`config.mk`:
```
export PLATFORM = sky130hd
export DESIGN_NAME = fifo_wr_arb
export DESIGN_NICKNAME = d
export VERILOG_FILES = /design/src/rtl/fifo_wr_arb_pkg.sv /design/src/rtl/fifo_wr_arb_ns.sv /design/src/rtl/fifo_wr_arb.sv
export SDC_FILE = /design/constraint.sdc
export NUM_CORES = 1
export LEC_CHECK = 0
export ABC_CLOCK_PERIOD_IN_PS = 2800
export CAP_MARGIN = 20
export CELL_PAD_IN_SITES_DETAIL_PLACEMENT = 0
export CELL_PAD_IN_SITES_GLOBAL_PLACEMENT = 1
export CORE_MARGIN = 2
export CORE_UTILIZATION = 18
export CTS_CLUSTER_DIAMETER = 60
export DETAILED_ROUTE_END_ITERATION = 10
export PLACE_DENSITY_LB_ADDON = 0.08
export SYNTH_ARGS = -nofsm -noshare
export SYNTH_HDL_FRONTEND = slang
export SYNTH_SLANG_ARGS = --single-unit
```
`constraint.sdc`:
```
create_clock -name clk -period 2.8 [get_ports clk]
set_input_delay 0.7 -clock clk [delete_from_list [all_inputs] [get_ports clk]]
set_output_delay 0.7 -clock clk [all_outputs]
set_load 0.01 [all_outputs]
```
`src/rtl/fifo_wr_arb_pkg.sv`:
```
// rtl/fifo_wr_arb_pkg.sv - shared arbiter/FIFO encodings and sizing constants
package fifo_wr_arb_pkg;

  typedef enum logic [1:0] {
    IDLE        = 2'b00,
    GNT0        = 2'b01,
    GNT1        = 2'b10,
    ARB_ILLEGAL = 2'b11
  } arb_state_e;

  // FIFO control encodings, shared with the downstream synchronous FIFO
  typedef enum logic [2:0] {
    INIT     = 3'd0,
    NO_OP    = 3'd1,
    WRITE    = 3'd2,
    WR_ERROR = 3'd3,
    READ     = 3'd4,
    RD_ERROR = 3'd5
  } fifo_state_e;

  localparam int FIFO_DEPTH  = 8;
  localparam int FIFO_CNT_W  = 4;
  localparam int BURST_CNT_W = 4;
  localparam int STALL_CNT_W = 8;

  function automatic logic [BURST_CNT_W-1:0] burst_last(input int len);
    return BURST_CNT_W'(len - 1);
  endfunction

endpackage

```
`src/rtl/fifo_wr_arb_ns.sv`:
```
// rtl/fifo_wr_arb_ns.sv - combinational next-state, burst count and last-served logic
module fifo_wr_arb_ns
  import fifo_wr_arb_pkg::*;
#(
  parameter int BURST_LEN = 4
) (
  input  logic [1:0]             state_i,
  input  logic                   req0_i,
  input  logic                   req1_i,
  input  logic                   fifo_full_i,
  input  logic [BURST_CNT_W-1:0] burst_cnt_i,
  input  logic                   last_srv_i,
  output logic [1:0]             state_o,
  output logic [BURST_CNT_W-1:0] burst_cnt_o,
  output logic                   last_srv_o
);

  localparam logic [BURST_CNT_W-1:0] BURST_LAST = burst_last(BURST_LEN);

  logic own_is1;
  logic own_req;
  logic oth_req;
  logic wr;
  logic release_grant;

  always_comb begin
    state_o       = IDLE;
    burst_cnt_o   = '0;
    last_srv_o    = last_srv_i;
    own_is1       = 1'b0;
    own_req       = 1'b0;
    oth_req       = 1'b0;
    wr            = 1'b0;
    release_grant = 1'b0;
    case (arb_state_e'(state_i))
      IDLE: begin
        // On a tie the producer that was not served last wins
        if (req0_i && (!req1_i || last_srv_i)) begin
          state_o = GNT0;
        end else if (req1_i) begin
          state_o = GNT1;
        end
      end
      GNT0, GNT1: begin
        own_is1       = (state_i == GNT1);
        own_req       = own_is1 ? req1_i : req0_i;
        oth_req       = own_is1 ? req0_i : req1_i;
        wr            = own_req & ~fifo_full_i;
        release_grant = ~own_req | (wr & (burst_cnt_i == BURST_LAST));
        if (release_grant) begin
          last_srv_o = own_is1;
          if (oth_req) begin
            state_o = own_is1 ? GNT0 : GNT1;
          end else begin
            state_o = IDLE;
          end
        end else begin
          // Holding while full keeps the count so the burst resumes where it stopped
          state_o     = state_i;
          burst_cnt_o = burst_cnt_i + {{(BURST_CNT_W-1){1'b0}}, wr};
        end
      end
      default: begin
        state_o = IDLE;
      end
    endcase
  end

endmodule

```
`src/rtl/fifo_wr_arb.sv`:
```
// rtl/fifo_wr_arb.sv - round-robin two-producer FIFO write-port arbiter; FIFO_WR_ARB_STALL_CNT_EN enables the stall counter
module fifo_wr_arb
  import fifo_wr_arb_pkg::*;
#(
  parameter int DATA_W    = 32,
  parameter int BURST_LEN = 4
) (
  input  logic              clk,
  input  logic              reset_n,
  input  logic              req0,
  input  logic              req1,
  input  logic [DATA_W-1:0] din0,
  input  logic [DATA_W-1:0] din1,
  input  logic              fifo_full,
  output logic              gnt0,
  output logic              gnt1,
  output logic              fifo_wr_en,
  output logic [DATA_W-1:0] fifo_din,
  output logic              ack0,
  output logic              ack1,
  output logic [7:0]        stall_cnt
);

  logic [1:0]             state_q;
  logic [1:0]             state_d;
  logic [BURST_CNT_W-1:0] burst_cnt_q;
  logic [BURST_CNT_W-1:0] burst_cnt_d;
  logic                   last_srv_q;
  logic                   last_srv_d;
  logic                   own_req;

  fifo_wr_arb_ns #(
    .BURST_LEN (BURST_LEN)
  ) u_ns (
    .state_i     (state_q),
    .req0_i      (req0),
    .req1_i      (req1),
    .fifo_full_i (fifo_full),
    .burst_cnt_i (burst_cnt_q),
    .last_srv_i  (last_srv_q),
    .state_o     (state_d),
    .burst_cnt_o (burst_cnt_d),
    .last_srv_o  (last_srv_d)
  );

  always_ff @(posedge clk or negedge reset_n) begin
    if (!reset_n) begin
      state_q     <= IDLE;
      burst_cnt_q <= '0;
      last_srv_q  <= 1'b1;
    end else begin
      state_q     <= state_d;
      burst_cnt_q <= burst_cnt_d;
      last_srv_q  <= last_srv_d;
    end
  end

  assign gnt0 = (state_q == GNT0);
  assign gnt1 = (state_q == GNT1);

  // Grants come straight from the state flops, so async reset kills the write at once
  assign own_req    = (gnt0 & req0) | (gnt1 & req1);
  assign fifo_wr_en = own_req & ~fifo_full;
  assign ack0       = gnt0 & fifo_wr_en;
  assign ack1       = gnt1 & fifo_wr_en;
  assign fifo_din   = gnt1 ? din1 : din0;

`ifdef FIFO_WR_ARB_STALL_CNT_EN
  logic [STALL_CNT_W-1:0] stall_cnt_q;

  always_ff @(posedge clk or negedge reset_n) begin
    if (!reset_n) begin
      stall_cnt_q <= '0;
    end else if (own_req && fifo_full && (stall_cnt_q != 8'hFF)) begin
      stall_cnt_q <= stall_cnt_q + 8'd1;
    end
  end

  assign stall_cnt = stall_cnt_q;
`else
  assign stall_cnt = 8'h00;
`endif

endmodule
```
# Yosys cells after proc, flatten, opt, wreduce, memory -nomap -nowiden
# Cells that the tools add are included.
# totals
reg_bits,7
in_bits,69
output_inout_bits,45
wordCells,36
# op_classes
n_addsub,1
n_eq_ne,4
n_mux,11
bitwise_logic,11
reduce_logical,6
# op_table
cell,count
$mux W32,1
$mux W2,5
$mux W4,2
$and A1 B1 Y1,7
$add A4 B1 Y4,1
$eq A4 B2 Y1 const B,1
$pmux W2 S2,1
$eq A2 B1 Y1 const B,1
$eq A2 B2 Y1 const B,1
$logic_not A2 Y1,1
$mux W1,2
$ne A2 B1 Y1 const B,1
$not A1 Y1,2
$or A1 B1 Y1,2
$reduce_and A2 Y1,1
$reduce_or A2 Y1,1
$logic_and A1 B1 Y1,1
$logic_not A1 Y1,1
$logic_or A1 B1 Y1,1

# Longest topological paths before layout
# logic_depth
depth_word,7
ltp_mapped,8
ltp_nobuf,8

# Modules after synthesis
# A second synthesis with hierarchy kept.
# hier_totals
hier_cells,90
area_unflattened_um2,1069.8
# modules_own_cells
module,n_inst,cells_each,area_per_inst_um2,seq_area_each_um2
fifo_wr_arb,1,58,819.5,176.4
fifo_wr_arb_ns,1,32,250.2,0.0

# Worst setup path before layout
# No wires, ideal clock.
# synth_timing
path_kind,register to output
from,register state_q[0]
to,output fifo_din[15]
t_arrival_ns,1.507
required_time_ns,2.100
path_slack_ns,0.593
stages_incl_launch_ff,6
cell_sequence,dfrtp_1 inv_1 ha_1 buf_4 buf_2 mux2_2
# synth_between
elab_chain_cells,2
# synth_rtl
element,line,rtl
start: declaration,fifo_wr_arb.sv:24,logic [1:0] state_q;
start signal: assignment,fifo_wr_arb.sv:52,state_q <= state_d;
$eq A2 B2 Y1,fifo_wr_arb.sv:59,assign gnt1 = (state_q == GNT1);
via gnt1,fifo_wr_arb.sv:16,"output logic gnt1,"
$mux W32,fifo_wr_arb.sv:66,assign fifo_din = gnt1 ? din1 : din0;
end: declaration,fifo_wr_arb.sv:18,"output logic [DATA_W-1:0] fifo_din,"
# The timed path passes the listed nets, and every way through them passes these cells.

# Final worst setup path
# layout_timing
from,input req1
to,output fifo_wr_en
# layout_between
elab_chain_cells,3
# layout_rtl
element,line,rtl
start: declaration,fifo_wr_arb.sv:11,"input logic req1,"
$and A1 B1 Y1,fifo_wr_arb.sv:62,assign own_req = (gnt0 & req0) | (gnt1 & req1);
$or A1 B1 Y1,fifo_wr_arb.sv:62,
$and A1 B1 Y1,fifo_wr_arb.sv:63,assign fifo_wr_en = own_req & ~fifo_full;
end: declaration,fifo_wr_arb.sv:17,"output logic fifo_wr_en,"
# Every way passes these cells.

==> results.ini <==
[worst_setup_path]
timing.critical_path.slowest_stage_cell = clkdlybuf4s50_1
critical_path.reg2reg.startpoint = state_q[0]
type_of_the_worst_setup_path = in2out
maximum_fanout_along_the_worst_path = 3
timing.critical_path.required_ps = 2100
setup.worst_path.start = req1
crit_path_cell_trace = clkdlybuf4s50_1 -> a22oi_1 -> nor2_1 -> clkdlybuf4s50_1
worstSetupEndpointType = primary output
slowest_delay_ps = 570
worstSetupStartpointType = input pin
cp.arrival_ps = 2020
cp_common_cell = clkdlybuf4s50_1

[final_layout]
area_delta_synth_final_pct = 128.2
layout-drive-gt1-share_pct = 22.77
multiInputGateArea_um2 = 713.2
nets = 278
final_design_area_no_fill_um2 = 2165
antenna_cells_inserted = 0
fill_cells = 504
final_util_pct = 42.38
layout.cells.non_filler = 272
area.sequential_um2 = 176.4

[run]
maxCapViolCount = 0

[floorplan]
design.die.area_um2 = 5865
initial_utilization_pct = 18.57
die_width_um = 76.59
core_area_um2 = 5107
rows = 26
die_h_um = 76.59
boundaryPins = 114

[logic_synthesis]
synth-seq-area-share_pct = 18.60
yosys_warnings = 0
yosys.cell_types.count = 28
ffs_latches_synth = 7
post_synthesis_instance_area_um2 = 948.4
synthesized_area_per_cell_um2 = 10.31
postSynthCellCount = 92

[timing]
report.final.setup_viol = 0
hold_violations = 0
slew_violations = 0
finalWorstPathRequiredPeriod_ps = 2724
fin_skew_ps = 2.350
hold_ws_ps = 549.7
rsz0062_at_grt = false
final.period_utilization_pct = 97.28
tns_ps = 0
max_freq_mhz = 367.1

[global_routing]
initial_antenna_violation_count = 0
grt_use_total_pct = 11.22
grt_first_pass_wirelength_um = 5492
number_of_global_route_vias_before_repair = 1169
grt.overflow.total = 0
maximum_number_of_pins_on_one_net_before_global_route_repair = 28

[power]
p_per_area_nw_per_um2 = 577.2
power.leakage_uw = 0.0008619
ir_worst_vdd_v = 0.0002522

[clock_tree]
cts_sinks = 7
worst_setup_hold_path_clk_slew_ps = 40
htreeDepth = 1
post_cts_buffers = 0
tritoncts = done
clkLatencyLatePin_ps = 230
cts_made_buffers = 3
clk_path_buf_depth = 2
cts-root-buf = clkbuf_8

[drt]
wl_per_cell_um = 13.19
detail_route.wirelength_um = 3589
drcViolationCount = 0
via_per_inst = 4.224
first_pass_iters = 4
num_vias = 1149
initialDrtViolationCount = 31
ant_nets = 0

[hold_path]
min-delay-start = last_srv_q
min_path_type = reg2reg

[placed_design]
numPlacedInstances = 267
detailed_place.area_um2 = 2081
portBuffers = 105
place_hpwl_um = 2947
place.gp.congestion = 0.7516

[outcome]
outcome = finished clean

-- flip-flops by register name, summed over array words and instances (netlist names) --
name,flops
state_q,2
last_srv_q,1
burst_cnt_q,4
-- through the flow --
stage	worst slack, ps	total power (uW)
2_1_floorplan	593.1	626.0
4_1_cts	18.87	1208
3_3_place_gp	-8.813	1051
5_1_grt	8.672	1334
3_5_place_dp	-39.31	1062
6_report	76.30	1249
-- worst paths after layout --
path                             endpoint  cells after the start  slack [ps]
max in group asynchronous      last_srv_q                      1        1770
hold reg to reg                last_srv_q                      2         550
setup / recovery               fifo_wr_en                      4          80
setup reg to reg           burst_cnt_q[2]                      9         680
hold / removal                 last_srv_q                      2         550
min in group asynchronous  burst_cnt_q[0]                      1         740
-- Yosys cell counts, drive strengths merged --
| library cell | n | area share (%) |
|---|---|---|
| a21boi | 1 | 0.79 |
| a21oi | 1 | 0.53 |
| a22oi | 1 | 0.79 |
| and2 | 4 | 2.6 |
| buf | 12 | 8.7 |
| conb | 1 | 0.40 |
| dfrtp | 6 | 16 |
| dfstp | 1 | 2.8 |
| ha | 6 | 7.9 |
| inv | 4 | 1.6 |
| mux2 | 33 | 40 |
| mux2i | 1 | 1.1 |
| nand2 | 1 | 0.40 |
| nand2b | 1 | 0.66 |
| nand3 | 1 | 0.53 |
| nand4bb | 1 | 2.9 |
| nor2 | 3 | 1.2 |
| nor2b | 3 | 2.0 |
| o2111ai | 1 | 0.92 |
| o211a | 1 | 1.1 |
| o211ai | 3 | 2.4 |
| o21a | 1 | 0.79 |
| o21ai | 2 | 1.1 |
| o41ai | 1 | 1.7 |
| xnor2 | 1 | 0.92 |
| xor2 | 1 | 0.92 |
-- what timing repair did --
action,CTS,global route
endpoints found under the hold margin,0,0
endpoints found under the setup margin,2,32
gates cloned,0,1
hold buffers,0,0
resized for setup,2,3
-- per-layer routing --
metal,share of wire [%],vias up,global-route usage [%],wire (um)
met5,0,-,0,0
met4,2.7,0,4.909,97
met1,34,530,11.55,1203
met3,8.5,10,2.844,304
met2,55,72,21.24,1983
li1,-,537,-,-
-- placed cells by master, fill, tap and decap left out, types with 2 or more instances in the layout --
master,count
and2_1,4
buf_4,3
clkbuf_8,3
clkdlybuf4s50_1,103
conb_1,8
dfrtp_1,6
dlygate4sd2_1,2
ha_1,5
inv_1,4
mux2_2,32
nor2_1,3
nor2b_1,3
o211ai_1,3
o21ai_0,2
-- power by group --
part | total (uW) | switching, uW | internal [uW]
Clock | 142 | 43.6 | 98.5
Combinational | 952 | 364 | 587
Sequential | 156 | 26.2 | 130
-- critical path, delay by kind of cell --
family	cells	cell delay, ps
buf+inv	2	1060
simple gates	1	170
compound gates	1	90
-- cell type report --
class,count,share of cell area (%)
clock buffer,4,2.081
inverter,4,0.6936
multi-input combinational,76,32.95
sequential,7,8.150
tap,70,4.046
timing repair buffer,111,52.08
-- logic make-up after synthesis --
kind of cell               after synthesis  synth area share (%)
other                                    1                0.3954
DFF                                      7                 18.60
adders and majority gates                6                 7.915
buffers and inverters                   16                 10.29
muxes                                   34                 40.63
AOI/OAI and AO/OA                       12                 10.03
and+or+nand+nor                         14                 10.29
xor gates and xnor gates                 2                 1.847
(Power assumes the default switching activity.)
